### config.mk
export PLATFORM = sky130hd
export DESIGN_NAME = core_cp_access_ctrl
export DESIGN_NICKNAME = d
export VERILOG_FILES = /design/src/rtl/core_cp_pkg.sv /design/src/rtl/core_cp_access_ctrl_sat_counter.sv /design/src/rtl/core_cp_access_ctrl.sv
export SDC_FILE = /design/constraint.sdc
export NUM_CORES = 1
export LEC_CHECK = 0
export CORE_AREA = 5 5 239 241
export DETAILED_ROUTE_END_ITERATION = 10
export DIE_AREA = 0 0 244 246
export PLACE_DENSITY_LB_ADDON = 0.1
export SYNTH_ARGS = -nofsm -noshare
export SYNTH_HDL_FRONTEND = slang
export SYNTH_SLANG_ARGS = --single-unit
### constraint.sdc
create_clock -name SYS_CLK -period 11.8 [get_ports SYS_CLK]
set_input_delay 2.36 -clock SYS_CLK [delete_from_list [all_inputs] [get_ports SYS_CLK]]
set_output_delay 2.36 -clock SYS_CLK [all_outputs]
set_load 0.01 [all_outputs]
### src/rtl/core_cp_pkg.sv
// Shared definitions for the control-plane table access path.
package core_cp_pkg;

  // Access sequencer states.
  typedef enum logic [1:0] {
    ST_IDLE    = 2'd0,
    ST_ACCESS  = 2'd1,
    ST_CAPTURE = 2'd2,
    ST_RESP    = 2'd3
  } cp_state_e;

  // Column/row address width into the per-core tables.
  localparam int CP_CR_W = 15;

  // Table data width.
  localparam int CP_DATA_W = 64;

  // Column indices of the existing per-core tables.
  localparam int COL_DSID  = 0;
  localparam int COL_STATE = 1;

endpackage

### src/rtl/core_cp_access_ctrl_sat_counter.sv
// Saturating up-counter used for the debug access statistics.
module core_cp_sat_counter #(
  parameter int CNT_W = 32
) (
  input  logic             SYS_CLK,
  input  logic             DETECT_RST,
  input  logic             inc,
  output logic [CNT_W-1:0] cnt
);

  logic [CNT_W-1:0] cnt_q;
  logic [CNT_W-1:0] cnt_d;

  // Next count: step by one unless already pinned at all-ones.
  always_comb begin
    cnt_d = cnt_q;
    if (inc && !(&cnt_q)) begin
      cnt_d = cnt_q + CNT_W'(1);
    end
  end

  // Count register, cleared by reset.
  always_ff @(posedge SYS_CLK or posedge DETECT_RST) begin
    if (DETECT_RST) begin
      cnt_q <= '0;
    end else begin
      cnt_q <= cnt_d;
    end
  end

  assign cnt = cnt_q;

endmodule

### src/rtl/core_cp_access_ctrl.sv
// Control-plane access sequencer in front of the per-core parameter/state
// tables. One request at a time: decode, strobe, capture, respond.
//
//   state      | meaning
//   -----------+-------------------------------------------------------
//   ST_IDLE    | ready for a request; table bus idle
//   ST_ACCESS  | col/row/wdata/sel driven, wen pulsed for valid writes
//   ST_CAPTURE | bus held while table rdata settles; sampled at exit
//   ST_RESP    | response presented until the consumer takes it
module core_cp_access_ctrl
  import core_cp_pkg::*;
#(
  parameter int N_TABLES = 4,
  parameter int TAB_W    = 2,
  parameter int CNT_W    = 32
) (
  input  logic                          SYS_CLK,
  input  logic                          DETECT_RST,
  input  logic                          req_valid,
  output logic                          req_ready,
  input  logic                          req_wr,
  input  logic [TAB_W-1:0]              req_table,
  input  logic [CP_CR_W-1:0]            req_col,
  input  logic [CP_CR_W-1:0]            req_row,
  input  logic [CP_DATA_W-1:0]          req_wdata,
  output logic [N_TABLES-1:0]           tab_sel,
  output logic [CP_CR_W-1:0]            tab_col,
  output logic [CP_CR_W-1:0]            tab_row,
  output logic [CP_DATA_W-1:0]          tab_wdata,
  output logic                          tab_wen,
  input  logic [CP_DATA_W*N_TABLES-1:0] tab_rdata,
  output logic                          resp_valid,
  input  logic                          resp_ready,
  output logic [CP_DATA_W-1:0]          resp_rdata,
  output logic                          resp_err,
  output logic [CNT_W-1:0]              cnt_rd,
  output logic [CNT_W-1:0]              cnt_wr,
  output logic [CNT_W-1:0]              cnt_err
);

  cp_state_e            state_q, state_d;
  logic                 wr_q, wr_d;
  logic [TAB_W-1:0]     table_q, table_d;
  logic                 err_q, err_d;
  logic                 req_ready_q, req_ready_d;
  logic [N_TABLES-1:0]  tab_sel_q, tab_sel_d;
  logic [CP_CR_W-1:0]   tab_col_q, tab_col_d;
  logic [CP_CR_W-1:0]   tab_row_q, tab_row_d;
  logic [CP_DATA_W-1:0] tab_wdata_q, tab_wdata_d;
  logic                 tab_wen_q, tab_wen_d;
  logic                 resp_valid_q, resp_valid_d;
  logic [CP_DATA_W-1:0] resp_rdata_q, resp_rdata_d;
  logic                 resp_err_q, resp_err_d;

  logic                 req_err;
  logic [N_TABLES-1:0]  req_sel;
  logic [CP_DATA_W-1:0] rdata_sel;
  logic                 inc_rd, inc_wr, inc_err;

  assign req_err = (32'(req_table) >= 32'(N_TABLES));

  // One-hot decode of the incoming table index; all-zero when out of range.
  always_comb begin
    req_sel = '0;
    for (int i = 0; i < N_TABLES; i++) begin
      if (32'(req_table) == 32'(i)) begin
        req_sel[i] = 1'b1;
      end
    end
  end

  // Pick the latched table's rdata slice out of the flat bus.
  always_comb begin
    rdata_sel = '0;
    for (int i = 0; i < N_TABLES; i++) begin
      if (32'(table_q) == 32'(i)) begin
        rdata_sel = tab_rdata[i*CP_DATA_W +: CP_DATA_W];
      end
    end
  end

  // Next-state and registered-output logic; everything holds by default.
  always_comb begin
    state_d      = state_q;
    wr_d         = wr_q;
    table_d      = table_q;
    err_d        = err_q;
    req_ready_d  = req_ready_q;
    tab_sel_d    = tab_sel_q;
    tab_col_d    = tab_col_q;
    tab_row_d    = tab_row_q;
    tab_wdata_d  = tab_wdata_q;
    tab_wen_d    = 1'b0;
    resp_valid_d = resp_valid_q;
    resp_rdata_d = resp_rdata_q;
    resp_err_d   = resp_err_q;
    inc_rd       = 1'b0;
    inc_wr       = 1'b0;
    inc_err      = 1'b0;

    case (state_q)
      ST_IDLE: begin
        if (req_valid && req_ready_q) begin
          // Outputs are registered, so the ACCESS-cycle bus values are
          // loaded straight from the request at the accepting edge.
          wr_d        = req_wr;
          table_d     = req_table;
          err_d       = req_err;
          tab_col_d   = req_col;
          tab_row_d   = req_row;
          tab_wdata_d = req_wdata;
          tab_sel_d   = req_err ? '0 : req_sel;
          tab_wen_d   = req_wr & ~req_err;
          req_ready_d = 1'b0;
          state_d     = ST_ACCESS;
        end
      end

      ST_ACCESS: begin
        state_d = ST_CAPTURE;
      end

      ST_CAPTURE: begin
        // Table registers took the write at the end of ACCESS, so a write
        // captures its own post-write readback here.
        resp_rdata_d = err_q ? '0 : rdata_sel;
        resp_err_d   = err_q;
        resp_valid_d = 1'b1;
        tab_sel_d    = '0;
        inc_err      = err_q;
        inc_wr       = ~err_q & wr_q;
        inc_rd       = ~err_q & ~wr_q;
        state_d      = ST_RESP;
      end

      ST_RESP: begin
        if (resp_ready) begin
          resp_valid_d = 1'b0;
          resp_rdata_d = '0;
          resp_err_d   = 1'b0;
          req_ready_d  = 1'b1;
          state_d      = ST_IDLE;
        end
      end

      default: begin
        state_d     = ST_IDLE;
        req_ready_d = 1'b1;
        tab_sel_d   = '0;
      end
    endcase
  end

  // State and output registers; reset returns to an idle, empty sequencer.
  always_ff @(posedge SYS_CLK or posedge DETECT_RST) begin
    if (DETECT_RST) begin
      state_q      <= ST_IDLE;
      wr_q         <= 1'b0;
      table_q      <= '0;
      err_q        <= 1'b0;
      req_ready_q  <= 1'b1;
      tab_sel_q    <= '0;
      tab_col_q    <= '0;
      tab_row_q    <= '0;
      tab_wdata_q  <= '0;
      tab_wen_q    <= 1'b0;
      resp_valid_q <= 1'b0;
      resp_rdata_q <= '0;
      resp_err_q   <= 1'b0;
    end else begin
      state_q      <= state_d;
      wr_q         <= wr_d;
      table_q      <= table_d;
      err_q        <= err_d;
      req_ready_q  <= req_ready_d;
      tab_sel_q    <= tab_sel_d;
      tab_col_q    <= tab_col_d;
      tab_row_q    <= tab_row_d;
      tab_wdata_q  <= tab_wdata_d;
      tab_wen_q    <= tab_wen_d;
      resp_valid_q <= resp_valid_d;
      resp_rdata_q <= resp_rdata_d;
      resp_err_q   <= resp_err_d;
    end
  end

  assign req_ready  = req_ready_q;
  assign tab_sel    = tab_sel_q;
  assign tab_col    = tab_col_q;
  assign tab_row    = tab_row_q;
  assign tab_wdata  = tab_wdata_q;
  assign tab_wen    = tab_wen_q;
  assign resp_valid = resp_valid_q;
  assign resp_rdata = resp_rdata_q;
  assign resp_err   = resp_err_q;

  core_cp_sat_counter #(.CNT_W(CNT_W)) u_cnt_rd (
    .SYS_CLK    (SYS_CLK),
    .DETECT_RST (DETECT_RST),
    .inc        (inc_rd),
    .cnt        (cnt_rd)
  );

  core_cp_sat_counter #(.CNT_W(CNT_W)) u_cnt_wr (
    .SYS_CLK    (SYS_CLK),
    .DETECT_RST (DETECT_RST),
    .inc        (inc_wr),
    .cnt        (cnt_wr)
  );

  core_cp_sat_counter #(.CNT_W(CNT_W)) u_cnt_err (
    .SYS_CLK    (SYS_CLK),
    .DETECT_RST (DETECT_RST),
    .inc        (inc_err),
    .cnt        (cnt_err)
  );

endmodule

Word-level counts from Yosys, hierarchy flattened
Cells that the tools add are included.
Cells by class
  mux-type cells: 25
  reductions and logical operators: 18
  equality and inequality tests: 11
  add/subtract/negate cells: 2
  bitwise operators: 1
Operator list (count)
  $mux 64: 5
  $pmux 64 s2: 1
  $add 32x1->32 const B: 2
  $reduce_and 32->1: 2
  $eq 2x2->1 const B: 6
  $mux 1: 11
  $pmux 2 s4: 1
  $pmux 4 s2: 1
  $reduce_and 2->1: 4
  $eq 2x1->1 const B: 3
  $logic_not 2->1: 3
  $pmux 1 s2: 3
  $reduce_bool 2->1: 3
  $mux 2: 2
  $mux 4: 1
  $ne 2x2->1 const B: 2
  $logic_and 1x1->1: 3
  $reduce_and 3->1: 1
  $logic_not 1->1: 2
  $not 1->1: 1
Storage, ports and cells
  output and inout bits: 262
  logic and storage cells: 71
  input bits: 357
  register bits: 235

Depth between registers and ports, before layout
  depth in word-level cells: 6
  depth in mapped cells: 9
  mapped depth without buffers: 7

Cells and area by module
Synthesis repeated with hierarchy kept, for this count alone.
Second synthesis, totals
  cells, all modules: 1071
  area, all modules: 13090.1 µm²
Modules (own cells, without submodules)
  core_cp_access_ctrl: times used 1, seq. area each 4255.3 µm², area each 8156.6 µm², cells each 614
  core_cp_sat_counter (u_cnt_err ...): times used 2, seq. area each 800.8 µm², area each 1665.3 µm², cells each 155
  core_cp_sat_counter (u_cnt_wr): times used 1, seq. area each 800.8 µm², area each 1602.8 µm², cells each 147

Worst setup path after synthesis
No wires, ideal clock.
  path kind: in2reg
  start point: input req_valid
  end point: register tab_wdata_q[0], in the netlist tab_wdata[0]
  setup time: 0.065 ns
  arrival: 3.387 ns
  setup slack: 8.348 ns
  path buffers: 3
  data required time: 11.735 ns
  stages on the path: 6
  cell sequence: and3_1 clkbuf_1 clkbuf_1 buf_1 nand2_1 nand2_1
On the way
  longest elaborated chain between the ends: 2
Ends and longest elaborated chain
  from (decl): RTL line core_cp_access_ctrl.sv:19  | input logic req_valid,
  $logic_and 1x1->1: RTL line core_cp_access_ctrl.sv:103  | if (req_valid && req_ready_q) begin
  $reduce_and 2->1 (no source line)
  to (signal assigned): RTL line core_cp_access_ctrl.sv:179  | tab_wdata_q <= tab_wdata_d;
  to (decl): RTL line core_cp_access_ctrl.sv:49  | logic [CP_DATA_W-1:0] tab_wdata_q, tab_wdata_d;
No other way between the ends.
A chain may end at the register's enable or synchronous reset.

Worst setup path after layout
  start point: register req_ready_q, in the netlist req_ready
  end point: output req_ready
RTL lines
  from (decl): RTL line core_cp_access_ctrl.sv:45  | logic req_ready_q, req_ready_d;
  from (signal assigned): RTL line core_cp_access_ctrl.sv:175  | req_ready_q <= req_ready_d;
  to (decl): RTL line core_cp_access_ctrl.sv:20  | output logic req_ready,
No word-level cell between the ends.

==> results.cfg <==
[timing]
fin_skew_ns = 0.00847
rsz0062_at_grt = false
hold_violations = 0
min_period_over_period_pct = 34.9
maxSlewHeadroom_pct = 26.2
setup_viol = 0
tightestPinTransition_ns = 1.11
setup-tns-final_ns = 0
period_minus_slack_ns = 4.12
slew_viol_final = 0
timing.final.ws_setup_ns = 7.68
max_freq_ghz = 0.243

[logic_synthesis]
yosysMostFrequentCell = nand2_1
synth-edff-count = 0
synthesis.instances = 1015
avgSynthCellArea_um2 = 11.0
netlist_area_mm2 = 0.0112
synth_seq_cells = 234
netlist-cell-type-count = 46
yosys_warnings = 0
synth_top_cells_by_count = nand2_1, dfrtp_1, a22o_1, mux4_2, clkbuf_1
async_flop_share_pct = 100
yosysSeqAreaShare_pct = 52.3
yosys.area.top_type = dfrtp_1
synth_ff_type = dfrtp_1
yosys.area.top_type_share_pct = 52.1
synth_area_leaders = dfrtp_1, mux4_2, nand2_1

[worst_setup_path]
worstSetupEndpoint = req_ready
worstPathMaxFanout = 6
endpoint_kind = primary output
r2r-start = state_q[0]
path_cells = clkdlybuf4s50_1
cp_data_arrival_time_ns = 1.76
crit_buf_inv = 1
r2r_slack_ns = 9.09
r2r_end = u_cnt_rd.cnt[26]
worst_ep_required_time_ns = 9.44
critPathLaunchType = flop
cp_slowest_cell = dfstp_2
max_stage_delay_ns = 0.60
worstSetupPathType = flop to primary output
cp.depth = 1
path_delay_family = flip-flops
worstRegToRegCells = 8
startpoint = req_ready

[clock_tree]
clk_pin_slew_worst_paths_ns = 0.06
cts_root_buffer = clkbuf_16
cts_resized = 0
cts_max_path_buffers = 3
ctsHoldBuffers = 0
cts-htree-levels = 1
cts_tree = built
post_cts_buffers = 0
clk_latency_ns = 0.56
cts.sinks = 234
cts_inserted_buffers = 30

[min_path]
min_path_type = flop to flop

[placed_design]
gp_congestion = 0.819
dp_hpwl_mm = 36.4
port_buffers = 585
dp.cells = 2253
place_ws_ns = 7.30

[cells_and_area]
multi_input_area_mm2 = 0.00497
drive_gt1_share_pct = 8.73
area_growth_pct = 67.3
regArea_mm2 = 0.00586
fillCellCount = 5573
post-route-util_pct = 34.2
finalNonFillerCells = 2309
nets = 1943

[global_route]
grt_antenna_before_repair = 7
grt_pass1_vias = 10435
grt_pass1_wl_mm = 70.7
grt_max_degree = 110
grt_use_total_pct = 15.3
gr-total-overflow = 0

[status]
status = finished, final reports clean

[routing]
num_vias = 9855
vias_per_cell = 4.27
detail_route.iter0.violations = 464
detail-route-antenna-nets = 0
routedWlPerCell_um = 21.1
drc_errors = 0
firstDrtPassIters = 5
wl_mm = 48.7

[floorplan]
rows = 86
die_w_um = 244
die_area_mm2 = 0.0600
core_mm2 = 0.0547
die_h_um = 246
ioPinCount = 619
initial_core_util_pct = 20.5

[run]
drv_cap = 0

[power_and_ir_drop]
p_per_area_mw_per_mm2 = 104
p_total_mw = 1.94
p_leak_nw = 8.14
irDropWorstVdd_v = 0.0000974
[through the flow]
step / hold slack [ns] / area, um^2
global route: 0.492 / 18700
detailed placement: 0.461 / 17700
finish: 0.470 / 18700
floorplan: 0.500 / 11300
global placement: 0.457 / 17700
CTS: 0.476 / 18700
[logic make-up after synthesis]
group | Yosys count | share of synthesized area, %
adders and majority gates | 5 | 0.559
muxes | 67 | 13.2
AOI/OAI and AO/OA | 85 | 6.05
xor gates and xnor gates | 60 | 4.76
other | 1 | 0.0335
buffers and inverters | 101 | 4.68
and+or+nand+nor | 462 | 18.4
DFF | 234 | 52.3
[cell usage in the layout (no fill, tap or decap), types with 8 or more instances in the layout]
cell type	n
xor2_1	32
nand3_1	25
dfrtp_1	231
and2_1	8
nor2_1	17
and4_1	9
buf_4	10
a22o_1	64
nand2_1	329
xnor2_1	27
nor3_1	22
clkdlybuf4s50_1	585
conb_1	33
o21ai_0	9
mux4_2	64
nand4_1	16
clkbuf_8	9
clkbuf_16	31
[final cells by class]
class	count	area share [%]
clock buffer	47	4.95
multi-input combinational	712	26.5
inverter	8	0.200
timing repair buffer	595	31.7
antenna	2	0.0267
clock inverter	7	0.588
sequential	234	31.3
tap	704	4.70
[where the power goes]
part	leakage, nW	internal, mW	switching (mW)
sequential	3.26	0.803	0
clock	0.513	0.598	0.375
combinational	4.37	0.117	0.0474
[worst min path at each step]
stage	depth (start not counted)	slack (ns)	to	start
final	2	0.47	tab_wdata[8]	tab_wdata[8]
after global routing	2	0.49	tab_row[12]	tab_row[12]
after CTS	2	0.48	tab_row[12]	tab_row[12]
after detailed placement	2	0.46	tab_wdata[57]	tab_wdata[57]
after global placement	2	0.46	tab_wdata[11]	tab_wdata[11]
after floorplan	1	0.50	wr_q	wr_q
[state kept, by name, summed over array words and instances (netlist names), 2 cells and up]
signal / cells
resp_rdata: 64
state_q: 2
tab_col: 15
tab_row: 15
tab_sel: 4
tab_wdata: 64
table_q: 2
u_cnt_rd.cnt: 32
u_cnt_wr.cnt: 32
[layer usage]
| metal | GRT usage (%) | wire length [um] | part of all wire, % |
|---|---|---|---|
| met1 | 18.9 | 19600 | 40 |
| met2 | 26.4 | 24400 | 50 |
| met3 | 5.00 | 3570 | 7.3 |
| met4 | 3.24 | 1080 | 2.2 |
| met5 | 0 | 37 | 0.076 |
[tightest hold or removal path, stage by stage (launching register included)]
cell,delay (ns)
dfrtp_1,0.34
nand2_1,0.05
nand2_1,0.05
No activity file was read; power rests on OpenSTA's default activity.
